==> config.mk <==
export PLATFORM = sky130hd
export DESIGN_NAME = lpc_cycle_stream_flat
export DESIGN_NICKNAME = d
export VERILOG_FILES = /design/src/rtl/lpc_cycle_stream_pkg.sv /design/src/rtl/lpc_cycle_stream_if.sv /design/src/rtl/lpc_cycle_stream_sync_fifo.sv /design/src/rtl/lpc_cycle_stream.sv /design/src/flat_wrapper.sv
export SDC_FILE = /design/constraint.sdc
export NUM_CORES = 1
export LEC_CHECK = 0
export BUFFER_PORTS_ARGS = -buffer_cell sky130_fd_sc_hd__buf_2
export CORE_UTILIZATION = 40
export DETAILED_ROUTE_END_ITERATION = 8
export PLACE_DENSITY = 0.59
export SYNTH_ARGS = -nofsm -noshare
export SYNTH_HDL_FRONTEND = slang
export SYNTH_HIERARCHICAL = 1
export SYNTH_SLANG_ARGS = --single-unit
==> constraint.sdc <==
create_clock -name clk_i -period 5.7 [get_ports clk_i]
set_clock_uncertainty 0.2 [all_clocks]
set_input_delay 1.14 -clock clk_i [delete_from_list [all_inputs] [get_ports clk_i]]
set_output_delay 1.14 -clock clk_i [all_outputs]
set_load 0.005 [all_outputs]
==> src/rtl/lpc_cycle_stream_pkg.sv <==
`default_nettype none
// ============================================================================
// lpc_cycle_stream_pkg : record layout, serializer states, byte-select helper
// Revision: 1.0
// ============================================================================
package lpc_cycle_stream_pkg;

  localparam int REC_BYTES = 4;
  localparam logic [1:0] REC_LAST_IDX = 2'(REC_BYTES - 1);

  localparam logic [0:0] ST_IDLE = 1'b0;
  localparam logic [0:0] ST_SEND = 1'b1;

  typedef struct packed {
    logic [15:0] addr;
    logic [7:0]  data;
    logic [7:0]  typ;
  } lpc_rec_t;

  // Records are emitted big-endian: index 0 is bits [31:24].
  function automatic logic [7:0] rec_byte(input lpc_rec_t rec, input logic [1:0] idx);
    logic [31:0] w;
    w = rec;
    case (idx)
      2'd0:    rec_byte = w[31:24];
      2'd1:    rec_byte = w[23:16];
      2'd2:    rec_byte = w[15:8];
      default: rec_byte = w[7:0];
    endcase
  endfunction

endpackage
`default_nettype wire

==> src/rtl/lpc_cycle_stream_if.sv <==
`default_nettype none
// ============================================================================
// lpc_cycle_stream_if : byte stream valid/ready handshake toward the host bridge
// Revision: 1.0
// ============================================================================
interface lpc_cycle_stream_if;
  logic [7:0] tdata;
  logic       tvalid;
  logic       tready;
  logic       tlast;

  modport master (output tdata, output tvalid, output tlast, input tready);
  modport slave  (input tdata, input tvalid, input tlast, output tready);
endinterface
`default_nettype wire

==> src/rtl/lpc_cycle_stream_sync_fifo.sv <==
`default_nettype none
// ============================================================================
// lpc_sync_fifo : single-clock FIFO, extra pointer MSB distinguishes full/empty
// Revision: 1.0
// ============================================================================
module lpc_sync_fifo #(
  parameter int WIDTH      = 32,
  parameter int DEPTH_LOG2 = 4
) (
  input  wire logic                  clk_i,
  input  wire logic                  nrst_i,
  input  wire logic                  push_i,
  input  wire logic                  pop_i,
  input  wire logic [WIDTH-1:0]      wdata_i,
  output logic      [WIDTH-1:0]      rdata_o,
  output logic                       full_o,
  output logic                       empty_o,
  output logic      [DEPTH_LOG2:0]   level_o
);

  localparam int DEPTH = 1 << DEPTH_LOG2;

  logic [WIDTH-1:0]    mem_q [DEPTH];
  logic [DEPTH_LOG2:0] wr_ptr_q, wr_ptr_d;
  logic [DEPTH_LOG2:0] rd_ptr_q, rd_ptr_d;
  logic                do_push, do_pop;

  always_comb begin
    empty_o = (wr_ptr_q == rd_ptr_q);
    full_o  = (wr_ptr_q[DEPTH_LOG2] != rd_ptr_q[DEPTH_LOG2]) &&
              (wr_ptr_q[DEPTH_LOG2-1:0] == rd_ptr_q[DEPTH_LOG2-1:0]);
    level_o = wr_ptr_q - rd_ptr_q;
    do_pop  = pop_i & ~empty_o;
    // A pop in the same cycle frees the slot being written, so full does not block.
    do_push = push_i & (~full_o | do_pop);
    wr_ptr_d = wr_ptr_q + {{DEPTH_LOG2{1'b0}}, do_push};
    rd_ptr_d = rd_ptr_q + {{DEPTH_LOG2{1'b0}}, do_pop};
    rdata_o  = mem_q[rd_ptr_q[DEPTH_LOG2-1:0]];
  end

  always_ff @(posedge clk_i or negedge nrst_i) begin
    if (!nrst_i) begin
      wr_ptr_q <= '0;
      rd_ptr_q <= '0;
    end else begin
      wr_ptr_q <= wr_ptr_d;
      rd_ptr_q <= rd_ptr_d;
    end
  end

  always_ff @(posedge clk_i) begin
    if (do_push) mem_q[wr_ptr_q[DEPTH_LOG2-1:0]] <= wdata_i;
  end

endmodule
`default_nettype wire

==> src/rtl/lpc_cycle_stream.sv <==
`default_nettype none
// ============================================================================
// lpc_cycle_stream : buffers LPC cycle records and drains them as a byte stream
// Revision: 1.0
// ============================================================================
module lpc_cycle_stream
  import lpc_cycle_stream_pkg::*;
#(
  parameter int DEPTH_LOG2 = 4,
  parameter int CNT_W      = 16
) (
  input  wire logic                clk_i,
  input  wire logic                nrst_i,
  input  wire logic [31:0]         tdata_i,
  input  wire logic                ready_i,
  lpc_cycle_stream_if.master       m_axis,
  output logic      [DEPTH_LOG2:0] fifo_level_o,
  output logic                     overflow_o,
  output logic      [CNT_W-1:0]    ovf_cnt_o,
  input  wire logic                clr_ovf_i
);

  logic             ready_q;
  logic             push, pop, full, empty, accept, load, drop;
  logic [31:0]      rdata;
  logic [0:0]       state_q, state_d;
  lpc_rec_t         word_q, word_d;
  logic [1:0]       idx_q, idx_d;
  logic [7:0]       tdata_q, tdata_d;
  logic             tvalid_q, tvalid_d;
  logic             tlast_q, tlast_d;
  logic             ovf_q, ovf_d;
  logic [CNT_W-1:0] cnt_q, cnt_d;

  lpc_sync_fifo #(.WIDTH(32), .DEPTH_LOG2(DEPTH_LOG2)) u_fifo (
    .clk_i   (clk_i),
    .nrst_i  (nrst_i),
    .push_i  (push),
    .pop_i   (pop),
    .wdata_i (tdata_i),
    .rdata_o (rdata),
    .full_o  (full),
    .empty_o (empty),
    .level_o (fifo_level_o)
  );

  always_comb begin
    push     = ready_i & ~ready_q;
    accept   = tvalid_q & m_axis.tready;
    load     = 1'b0;
    state_d  = state_q;
    word_d   = word_q;
    idx_d    = idx_q;
    tdata_d  = tdata_q;
    tvalid_d = tvalid_q;
    tlast_d  = tlast_q;
    if (state_q == ST_IDLE) begin
      load = ~empty;
    end else if (accept) begin
      if (idx_q == REC_LAST_IDX) begin
        // Reload straight from the FIFO so consecutive records leave no gap.
        if (!empty) begin
          load = 1'b1;
        end else begin
          state_d  = ST_IDLE;
          tvalid_d = 1'b0;
          tlast_d  = 1'b0;
        end
      end else begin
        idx_d   = idx_q + 2'd1;
        tdata_d = rec_byte(word_q, idx_q + 2'd1);
        tlast_d = (idx_q + 2'd1 == REC_LAST_IDX);
      end
    end
    if (load) begin
      state_d  = ST_SEND;
      word_d   = rdata;
      idx_d    = 2'd0;
      tdata_d  = rdata[31:24];
      tvalid_d = 1'b1;
      tlast_d  = 1'b0;
    end
    pop = load;
  end

  always_comb begin
    drop  = push & full & ~pop;
    ovf_d = ovf_q;
    cnt_d = cnt_q;
    if (clr_ovf_i) begin
      ovf_d = drop;
      cnt_d = {{(CNT_W-1){1'b0}}, drop};
    end else if (drop) begin
      ovf_d = 1'b1;
      if (cnt_q != {CNT_W{1'b1}}) cnt_d = cnt_q + 1'b1;
    end
  end

  always_ff @(posedge clk_i or negedge nrst_i) begin
    if (!nrst_i) begin
      ready_q  <= 1'b0;
      state_q  <= ST_IDLE;
      word_q   <= '0;
      idx_q    <= 2'd0;
      tdata_q  <= 8'd0;
      tvalid_q <= 1'b0;
      tlast_q  <= 1'b0;
      ovf_q    <= 1'b0;
      cnt_q    <= '0;
    end else begin
      ready_q  <= ready_i;
      state_q  <= state_d;
      word_q   <= word_d;
      idx_q    <= idx_d;
      tdata_q  <= tdata_d;
      tvalid_q <= tvalid_d;
      tlast_q  <= tlast_d;
      ovf_q    <= ovf_d;
      cnt_q    <= cnt_d;
    end
  end

  assign m_axis.tdata  = tdata_q;
  assign m_axis.tvalid = tvalid_q;
  assign m_axis.tlast  = tlast_q;
  assign overflow_o    = ovf_q;
  assign ovf_cnt_o     = cnt_q;

endmodule
`default_nettype wire

==> src/flat_wrapper.sv <==
// flat-port wrapper written by rule: the top's interface ports become plain ports
module lpc_cycle_stream_flat import lpc_cycle_stream_pkg::*;
#(
  parameter int DEPTH_LOG2 = 4,
  parameter int CNT_W      = 16
)
  (clk_i, nrst_i, tdata_i, ready_i, fifo_level_o, overflow_o, ovf_cnt_o, clr_ovf_i, m_axis_tdata, m_axis_tvalid, m_axis_tlast, m_axis_tready);
  lpc_cycle_stream_if m_axis_i ();
  input  wire logic clk_i;
  input  wire logic nrst_i;
  input  wire logic [31:0] tdata_i;
  input  wire logic ready_i;
  output logic      [DEPTH_LOG2:0] fifo_level_o;
  output logic overflow_o;
  output logic      [CNT_W-1:0] ovf_cnt_o;
  input  wire logic clr_ovf_i;
  output wire logic [$bits(m_axis_i.tdata)-1:0] m_axis_tdata;
  output wire logic [$bits(m_axis_i.tvalid)-1:0] m_axis_tvalid;
  output wire logic [$bits(m_axis_i.tlast)-1:0] m_axis_tlast;
  input wire logic [$bits(m_axis_i.tready)-1:0] m_axis_tready;
  assign m_axis_tdata = m_axis_i.tdata;
  assign m_axis_tvalid = m_axis_i.tvalid;
  assign m_axis_tlast = m_axis_i.tlast;
  assign m_axis_i.tready = m_axis_tready;
  lpc_cycle_stream #(.DEPTH_LOG2(DEPTH_LOG2), .CNT_W(CNT_W)) u_core (.clk_i(clk_i), .nrst_i(nrst_i), .tdata_i(tdata_i), .ready_i(ready_i), .m_axis(m_axis_i), .fifo_level_o(fifo_level_o), .overflow_o(overflow_o), .ovf_cnt_o(ovf_cnt_o), .clr_ovf_i(clr_ovf_i));
endmodule
* After elaboration in Yosys (flattened, before gate mapping)
Memory sizes are Yosys's and may differ from the RTL's.
Cells that the tools add are included.
** Word-level totals
- Word-level logic and storage cells :: 85
- Memory bits (writable) :: 512
- Bits in registers :: 73
- Output and inout bits :: 32
- Memories :: 1
** Memory list
- u_core.u_fifo.mem_q :: words 16, bits a word 32, read ports 1, clocked after memory_dff 0, write ports 1, RTL line lpc_cycle_stream_sync_fifo.sv:23 : logic [WIDTH-1:0] mem_q [DEPTH];
** Cells by class
- Bitwise logic cells :: 11
- Add/subtract/negate cells :: 5
- Reductions and logical operators :: 12
- Multiplexer cells :: 33
- Equal/unequal tests :: 10
** Operator list (number)
- $mux 16 :: 3
- $mux 8 :: 4
- $pmux 8 s3 :: 1
- $mux 1 :: 21
- $add 16x1->16 const B :: 1
- $ne 16x16->1 const B :: 1
- $reduce_bool 2->1 :: 6
- $add 5x1->5 :: 2
- $mux 2 :: 4
- $and 1x1->1 :: 6
- $eq 2x2->1 const B :: 3
- $reduce_and 3->1 :: 2
- $eq 5x5->1 :: 1
- $sub 5x5->5 :: 1
- $eq 4x4->1 :: 1
- $not 1->1 :: 4
- $reduce_and 4->1 :: 1
- $ne 3x1->1 const B :: 1
- $add 2x1->2 const B :: 1
- $eq 2x1->1 const B :: 1
- $logic_not 2->1 :: 1
- $ne 2x1->1 const B :: 1
- $reduce_and 2->1 :: 1
- $logic_and 1x1->1 :: 1
- other kinds (2) :: 2

* Longest topological paths before layout
Gate-level depths: netlist of the first run.
- Depth in word-level cells :: 10
- Gate-level depth with buffers :: 16
- Depth with buffers taken out :: 11

* Hierarchy
The synthesis of the first run kept the hierarchy.
** Modules (own cells, without submodules)
- lpc_sync_fifo :: cells an instance 930, seq. area each 15625.0 µm², instances 1, area an instance 20139.3 µm²
- lpc_cycle_stream :: cells an instance 333, seq. area each 1576.5 µm², instances 1, area an instance 3017.9 µm²

* Worst setup path before layout of the first run
No wires, ideal clock.
- Path type :: register -> register
- From :: reg u_core.u_fifo.rd_ptr_q[2]
- To :: mem u_core.u_fifo.mem_q[6][0] (enable)
- Setup time :: 0.461 ns
- Data required time :: 5.039 ns
- Clock period less this slack :: 5.515 ns
- Data arrival time :: 4.854 ns
- Setup slack :: 0.185 ns
- Stages on the path, launching flop included :: 15
- Path buffers :: 5
- Cell sequence :: dfrtp_1 -> buf_2 -> buf_1 -> inv_1 -> ha_1 -> nand4_1 -> nor2_1 -> buf_6 -> a21o_1 -> buf_2 -> clkinv_1 -> clkbuf_1 -> o31a_1 -> nand3_1 -> nor3_1
** On the way
- Word-level cells in the longest chain between the ends :: 10
- Elaborated cells on any way between the ends :: 14
** RTL lines
- start: declaration :: RTL line lpc_cycle_stream_sync_fifo.sv:25 : logic [DEPTH_LOG2:0] rd_ptr_q, rd_ptr_d;
- start signal: assignment :: RTL line lpc_cycle_stream_sync_fifo.sv:47 : rd_ptr_q <= rd_ptr_d;
- $eq 5x5->1 (*) :: RTL line lpc_cycle_stream_sync_fifo.sv:29 : empty_o = (wr_ptr_q == rd_ptr_q);
- via u_core.empty :: RTL line lpc_cycle_stream.sv:24 : logic push, pop, full, empty, accept, load, drop;
- $mux 1 :: RTL line lpc_cycle_stream.sv:62 : if (!empty) begin
- $mux 1 :: RTL line lpc_cycle_stream.sv:60 : if (idx_q == REC_LAST_IDX) begin
- $mux 1 :: RTL line lpc_cycle_stream.sv:59 : end else if (accept) begin
- $mux 1 (*) :: RTL line lpc_cycle_stream.sv:57 : if (state_q == ST_IDLE) begin
- via u_core.load :: RTL line lpc_cycle_stream.sv:24
- $and 1x1->1 (*) :: RTL line lpc_cycle_stream_sync_fifo.sv:33 : do_pop = pop_i & ~empty_o;
- $or 1x1->1 (*) :: RTL line lpc_cycle_stream_sync_fifo.sv:35 : do_push = push_i & (~full_o | do_pop);
- $and 1x1->1 (*) :: RTL line lpc_cycle_stream_sync_fifo.sv:35
- $mux 1 (*) :: RTL line lpc_cycle_stream_sync_fifo.sv:52 : if (do_push) mem_q[wr_ptr_q[DEPTH_LOG2-1:0]] <= wdata_i;
- $mux 1 (implied by the code) (*) :: RTL line lpc_cycle_stream_sync_fifo.sv:52
- end: declaration :: RTL line lpc_cycle_stream_sync_fifo.sv:23
The timed path passes the listed nets; every way through them passes the cells marked *.

* Worst setup path after layout of the first run
- From :: reg u_core.u_fifo.rd_ptr_q[2]
- To :: mem u_core.u_fifo.mem_q[5][27] (enable)
** On the way
- Word-level cells in the longest chain between the ends :: 10
- Elaborated cells on any way between the ends :: 14
** RTL lines (RTL line)
- $eq 5x5->1 (*) :: lpc_cycle_stream_sync_fifo.sv:29
- via u_core.empty :: lpc_cycle_stream.sv:24
- $mux 1 :: lpc_cycle_stream.sv:62
- $mux 1 :: lpc_cycle_stream.sv:60
- $mux 1 :: lpc_cycle_stream.sv:59
- $mux 1 :: lpc_cycle_stream.sv:57
- $and 1x1->1 (*) :: lpc_cycle_stream_sync_fifo.sv:33
- $or 1x1->1 (*) :: lpc_cycle_stream_sync_fifo.sv:35
- $and 1x1->1 (*) :: lpc_cycle_stream_sync_fifo.sv:35
- $mux 1 (*) :: lpc_cycle_stream_sync_fifo.sv:52
- $mux 1 (implied by the code) (*) :: lpc_cycle_stream_sync_fifo.sv:52
Marks and branches as above.

==> results of run 1 <==
-- sequential cells by signal, indices dropped and copies added (netlist names), 2 cells and up --
name / count
u_core/ovf_cnt_o: 16
u_core/word_q: 32
u_core/idx_q: 2
u_core/m_axis.tdata: 8
u_core/u_fifo/mem_q: 512
u_core/u_fifo/wr_ptr_q: 5
u_core/u_fifo/rd_ptr_q: 5
-- final timing paths --
path,end,cells past startpoint,startpoint,slack (ps)
min in group asynchronous,u_core/ovf_cnt_o[3],1,nrst_i,470
setup / recovery,u_core/u_fifo/mem_q[5][27],9,u_core/u_fifo/rd_ptr_q[2],1400
hold reg to reg,u_core/word_q[5],2,u_core/word_q[5],270
max in group asynchronous,u_core/u_fifo/rd_ptr_q[2],1,nrst_i,4110
hold / removal,u_core/word_q[5],2,u_core/word_q[5],270
setup reg to reg,u_core/u_fifo/mem_q[5][27],9,u_core/u_fifo/rd_ptr_q[2],1400
-- per-stage QoR --
step                utilization, %  worst slack, ps  instances
floorplan                        -              185       1263
global placement              42.9             1440       2039
detailed placement            42.9             1380       2039
CTS                           46.2             1370       2144
global route                  46.2             1130       2144
finish                        46.2             1400       2145
-- area by class of cell --
type                            instances  area (um^2)
Clock inverter                         38          365
Tap cell                              756          946
Timing Repair Buffer                   89          513
Clock buffer                           67         1480
Antenna cell                            1         2.50
Multi-Input combinational cell        589         5650
Inverter                               20         75.1
Sequential cell                       585        17200
Fill cell                            4826        30600
-- power by group through the flow --
stage / sequential (mW) / combinational, mW / clock, mW
3_5_place_dp: 5.40 / 3.49 / 0
4_1_cts: 5.32 / 3.50 / 3.82
3_3_place_gp: 5.39 / 3.47 / 0
6_report: 5.32 / 3.45 / 3.73
2_1_floorplan: 5.23 / 2.38 / 0
5_1_grt: 5.36 / 3.72 / 3.97
-- cells by family after synthesis --
| group | after synthesis | synth area share [%] |
|---|---|---|
| AOI/OAI and AO/OA | 148 | 4.63 |
| xor gates and xnor gates | 18 | 0.681 |
| adders and majority gates | 15 | 0.843 |
| buffers and inverters | 89 | 1.87 |
| DFF | 585 | 74.3 |
| muxes | 195 | 13.6 |
| and+or+nand+nor | 213 | 4.05 |
-- layer usage --
layer  GRT usage, %  share of wire [%]  vias up
met3           3.13                5.7       63
li1               -                  -     5209
met4           4.53                1.7        2
met5              0              0.020        -
met1           26.7                 45     6344
met2           29.8                 48      334
-- worst register-to-register path, cell delays in order, from the launching register on --
cell	delay, ps
dfrtp_4	860
inv_1	110
ha_1	360
nand4_1	170
nor2_1	180
a21o_1	220
clkinv_1	60
o31a_1	280
nand3_1	330
nor2_4	1120
-- synth_stat cells (5+ instances only) --
master    instances  area, um^2
xnor2_1          15         131
inv_1            18        67.6
dfrtp_1          73        1830
nor3_1            6        30.0
clkbuf_1         34         128
ha_1             14         175
buf_4             8        60.1
nor2_1           38         143
mux2i_1          98         981
nand3_1          14        70.1
a22oi_1          33         248
nand4_1           5        31.3
o21ai_1          32         160
a31oi_1           7        43.8
edfxtp_1        512       15400
buf_6             7        78.8
o21ai_0          13        65.1
a21oi_1           8        40.0
a32oi_1          32         280
a222oi_1          8        80.1
buf_1             6        22.5
nand2_1         123         462
buf_2            14        70.1
mux4_2           96        2160
==> flow_summary.toml, run 1 <==
[timing]
relSlewSlack_pct = 10.2
fmax_ghz = 0.232
setup_tns_ps = 0
whs_ps = 273
max_slew.worst_pin.slew_ps = 1340
grt_setup_unrepaired = "false"
fin_crit_ps = 4300
drv_slew = 0
finalSetupViolCount = 0
finalCritPeriodShare_pct = 75.5
finalHoldViolCount = 0

[synthesis]
synth_seq_area_share_pct = 74.3
yosys_warnings = 6
synthFlopType = "edfxtp_1"
syn_inst = 1263
synth_area_um2 = 23200
syn_avg_cell_area_um2 = 18.3
synth.distinct_cells = 56
synth_nets = 1315
synth-edff-count = 512
async_flop_share_pct = 12.5
ys_ff_latch = 585

[worst_setup_path]
critical_path.cell_chain = "inv_1 > ha_1 > nand4_1 > nor2_1 > a21o_1 > clkinv_1 > o31a_1 > nand3_1 > nor2_4"
worstPathMaxFanout = 42
arrival_ps = 4330
critical_path_class = "register to register"
timing.critical_path.buf_inv = 2
cpMaxStageDelayCell = "nor2_4"
start_kind = "register"
path_delay_family = "simple AND/OR/NAND/NOR gates"
cp-end-kind = "register"
critPathMaxStageDelay_ps = 1120
required_ps = 5730

[floorplan]
ios = 69
dieWidth_um = 243
die_area_um2 = 58900
die_h_um = 243
core-area_um2 = 56800
start_util_pct = 40.8
rows = 87

[placed_design]
portBuffers = 68
place.gp.congestion = 0.798
dp_hpwl_um = 32300
dpl-instance-area_um2 = 24400

[detailed_routing]
wire_per_inst_um = 25.3
first_iter_violations = 1140
drc = 0
drt_wl_total_um = 54200
vias = 12000
ant_nets = 0
dr.pass1.iters = 5
via_per_inst = 5.57

[clock_tree]
clkTransAtPathRegs_ps = 60
cts_resized = 0
cts_max_level = 2
cts_root_buffer = "clkbuf_16"
clkLatencyLatePin_ps = 630
cts_buffer_depth = 3
ctsHoldBuffers = 0
post-cts-setup-buffer-count = 0
numCtsBuffers = 57
cts_sinks = 585
cts_tree = "built"

[global_route]
grt_pass1_vias = 12200
grt_pass1_wl_um = 80800
overflow = 0
track_usage_pct = 18.6
grt_max_degree = 95
antenna_found_initial = 2

[status]
status = "completed"

[power_and_ir_drop]
finalPower_mw = 12.5
peakVddDrop_mv = 0.313
p_per_area_nw_per_um2 = 477
switchingPower_mw = 3.99
power.leakage_nw = 9.09
sequentialPowerShare_pct = 42.5
swShare_pct = 31.9
power.share.clock_pct = 29.9
internal-power_mw = 8.51
power_frac_comb_pct = 27.6

[layout]
design_area_um2 = 26200
area_growth_pct = 13.3
drive_gt1_share_pct = 21.3
layout_common_cells = "edfxtp_1, nand2_1, mux2i_1, mux4_2, dfrtp_1"
nets = 1394
layout_commonest_cell = "edfxtp_1"

[flow_run]
maxCapViolCount = 0

[worst_hold_path]
hold_path_class = "register to register"
(Power assumes the default switching activity.)
==> run 2: changes to the inputs <==
--- a/config.mk
+++ b/config.mk
@@ -5,10 +5,11 @@
 export SDC_FILE = /design/constraint.sdc
 export NUM_CORES = 1
 export LEC_CHECK = 0
+export ABC_AREA = 1
 export BUFFER_PORTS_ARGS = -buffer_cell sky130_fd_sc_hd__buf_2
 export CORE_UTILIZATION = 40
 export DETAILED_ROUTE_END_ITERATION = 8
-export PLACE_DENSITY = 0.59
+export PLACE_DENSITY = 0.57
 export SYNTH_ARGS = -nofsm -noshare
 export SYNTH_HDL_FRONTEND = slang
 export SYNTH_HIERARCHICAL = 1
==> constraint.sdc (replaced) <==
create_clock -name clk_i -period 4.36 [get_ports clk_i]
set_clock_uncertainty 0.2 [all_clocks]
set_input_delay 0.872 -clock clk_i [delete_from_list [all_inputs] [get_ports clk_i]]
set_output_delay 0.872 -clock clk_i [all_outputs]
set_load 0.005 [all_outputs]
==> flow_summary.toml, run 2 <==
[layout]
num_antenna_cells = 0
drive_gt1_share_pct = 8.69
stdcell_count = 3664
largest_reg_flops = 512
nets = 2812
area_growth_pct = 12.4
layout_common_cells = "nand2_1, inv_1, edfxtp_1, nand3_1, dfrtp_1"
layout_commonest_cell = "nand2_1"
design_area_um2 = 29600

[global_route]
track_usage_pct = 19.8
antenna_found_initial = 1
grt_pass1_vias = 17200
overflow = 0
grt_max_degree = 109
grt_pass1_wl_um = 102000

[worst_setup_path]
cp-end-kind = "output pin"
reg2reg_to = "u_core/u_fifo/mem_q[12][11]"
timing.critical_path.buf_inv = 2
critical_path_class = "register to output pin"
required_ps = 3290
path_delay_family = "adder cells"
arrival_ps = 2620
critPathMaxStageDelay_ps = 570
timing.rr.start = "u_core/u_fifo/rd_ptr_q[0]"
critical_path.cell_chain = "buf_4 > fa_1 > o21ai_0 > xor2_1 > buf_2"
cpMaxStageDelayCell = "fa_1"
rrSetupSlack_ps = 960
worstRegToRegCells = 12
start_kind = "register"
worstPathMaxFanout = 67

[clock_tree]
cts_buffer_depth = 3
cts_resized = 0
post-cts-setup-buffer-count = 0
clkTransAtPathRegs_ps = 60
cts_root_buffer = "clkbuf_16"
clkLatencyLatePin_ps = 620
cts_max_level = 2
numCtsBuffers = 61
cts_tree = "built"
ctsHoldBuffers = 0
cts_sinks = 585

[timing]
finalCritPeriodShare_pct = 84.6
fmax_ghz = 0.271
fin_crit_ps = 3690
drv_slew = 0
grt_setup_unrepaired = "false"
max_slew.worst_pin.slew_ps = 1070
setup_slack_ps = 672
setup_tns_ps = 0
relSlewSlack_pct = 28.4
finalSetupViolCount = 0
finalHoldViolCount = 0

[synthesis]
async_flop_share_pct = 12.5
synth_largest_area_cell = "edfxtp_1"
synth.top_cell.area_share_pct = 58.4
synthFlopType = "edfxtp_1"
syn_avg_cell_area_um2 = 9.72
synth_seq_area_share_pct = 65.3
syn_inst = 2709
yosys_warnings = 6
ys_ff_latch = 585
synth_area_um2 = 26300
synth_common_cells = "nand2_1, inv_1, edfxtp_1, nand3_1, dfrtp_1"
synth-edff-count = 512
synth_nets = 2761
synth_area_leaders = "edfxtp_1, nand2_1, inv_1, dfrtp_1, nand3_1"
synth.most_common_cell = "nand2_1"
synth.distinct_cells = 36

[placed_design]
dpl_worst_slack_ps = 988
dp_hpwl_um = 36800
place.gp.congestion = 0.826
portBuffers = 68
dp_cells = 3552
dpl-instance-area_um2 = 27600

[worst_hold_path]
hold_start = "ready_i"
hold_end = "u_core/ready_q"
hold_path_class = "input port to register"
min_path_cells = 1

[power_and_ir_drop]
power.leakage_nw = 13.2
finalPower_mw = 12.4
p_per_area_nw_per_um2 = 420
peakVddDrop_mv = 0.325

[floorplan]
rows = 93
die_h_um = 259
ios = 69
die_area_um2 = 66900
core-area_um2 = 64700
start_util_pct = 40.7
dieWidth_um = 259

[status]
status = "completed"

[detailed_routing]
ant_nets = 0
wire_per_inst_um = 17.9
via_per_inst = 4.85
drt_wl_total_um = 65500
first_iter_violations = 1204
vias = 17800
drc = 0
dr.pass1.iters = 6

[flow_run]
maxCapViolCount = 0
-- run 2: changes by cell type after synthesis, sizes merged, moves of 9 or more --
cell,previous run,this run
a22oi,33,0
a32oi,32,0
buf,35,102
clkbuf,34,15
inv,19,545
mux2i,98,0
mux4,96,0
nand2,124,958
nand3,14,349
o21ai,45,36
or2,1,10
xnor2,15,5
-- run 2: worst max path at each step --
stage | from | cells after the start | to | slack [ps]
2_1_floorplan | u_core/u_fifo/rd_ptr_q[2] | 16 | u_core/u_fifo/mem_q[12][0] | 70
3_3_place_gp | u_core/u_fifo/rd_ptr_q[0] | 12 | u_core/u_fifo/mem_q[12][12] | 960
3_5_place_dp | u_core/u_fifo/rd_ptr_q[0] | 12 | u_core/u_fifo/mem_q[12][11] | 990
4_1_cts | u_core/u_fifo/rd_ptr_q[1] | 5 | fifo_level_o[4] | 630
5_1_grt | u_core/u_fifo/rd_ptr_q[1] | 5 | fifo_level_o[4] | 510
6_report | u_core/u_fifo/rd_ptr_q[1] | 5 | fifo_level_o[4] | 670
-- run 2: layer usage --
layer | vias to the layer above | part of all wire, % | track usage, %
met5 | - | 0 | 0
met4 | 0 | 1.8 | 4.19
met3 | 85 | 5.3 | 3.12
met2 | 455 | 47 | 33.0
met1 | 8600 | 45 | 27.4
li1 | 8616 | - | -
-- run 2: power breakdown --
group	internal [mW]	switching (mW)	leakage, nW
Combinational	0.249	0.634	6.69
Clock	2.97	2.11	0.953
Sequential	6.38	0.0801	5.59
Total	9.60	2.82	13.2
-- run 2: cell type report --
type                       instances  area (um^2)
clock buffer                      84         1680
clock inverter                    28          262
fill                            6057        35100
inverter                         546         2060
multi-input combinational       1461         6490
sequential                       585        17200
tap                              855         1070
timing repair buffer             105          821
-- run 2: cell families (layout without fill, tap and decap cells) --
group / after synthesis / in the layout / share of synthesized area, %
AND/OR/NAND/NOR: 1372 / 1372 / 21.6
buffers and inverters: 663 / 763 / 10.5
flip-flops: 585 / 585 / 65.3
AO/OA/AOI/OAI: 62 / 62 / 1.39
adder cells (fa/ha/maj): 15 / 15 / 0.741
XOR/XNOR: 12 / 12 / 0.399
-- run 2: stage by stage --
step | hold WS (ps) | utilization [%]
after floorplan | 249 | -
after global placement | 266 | 42.7
after detailed placement | 268 | 42.7
after CTS | 148 | 45.7
after global routing | 153 | 45.7
final | 177 | 45.7
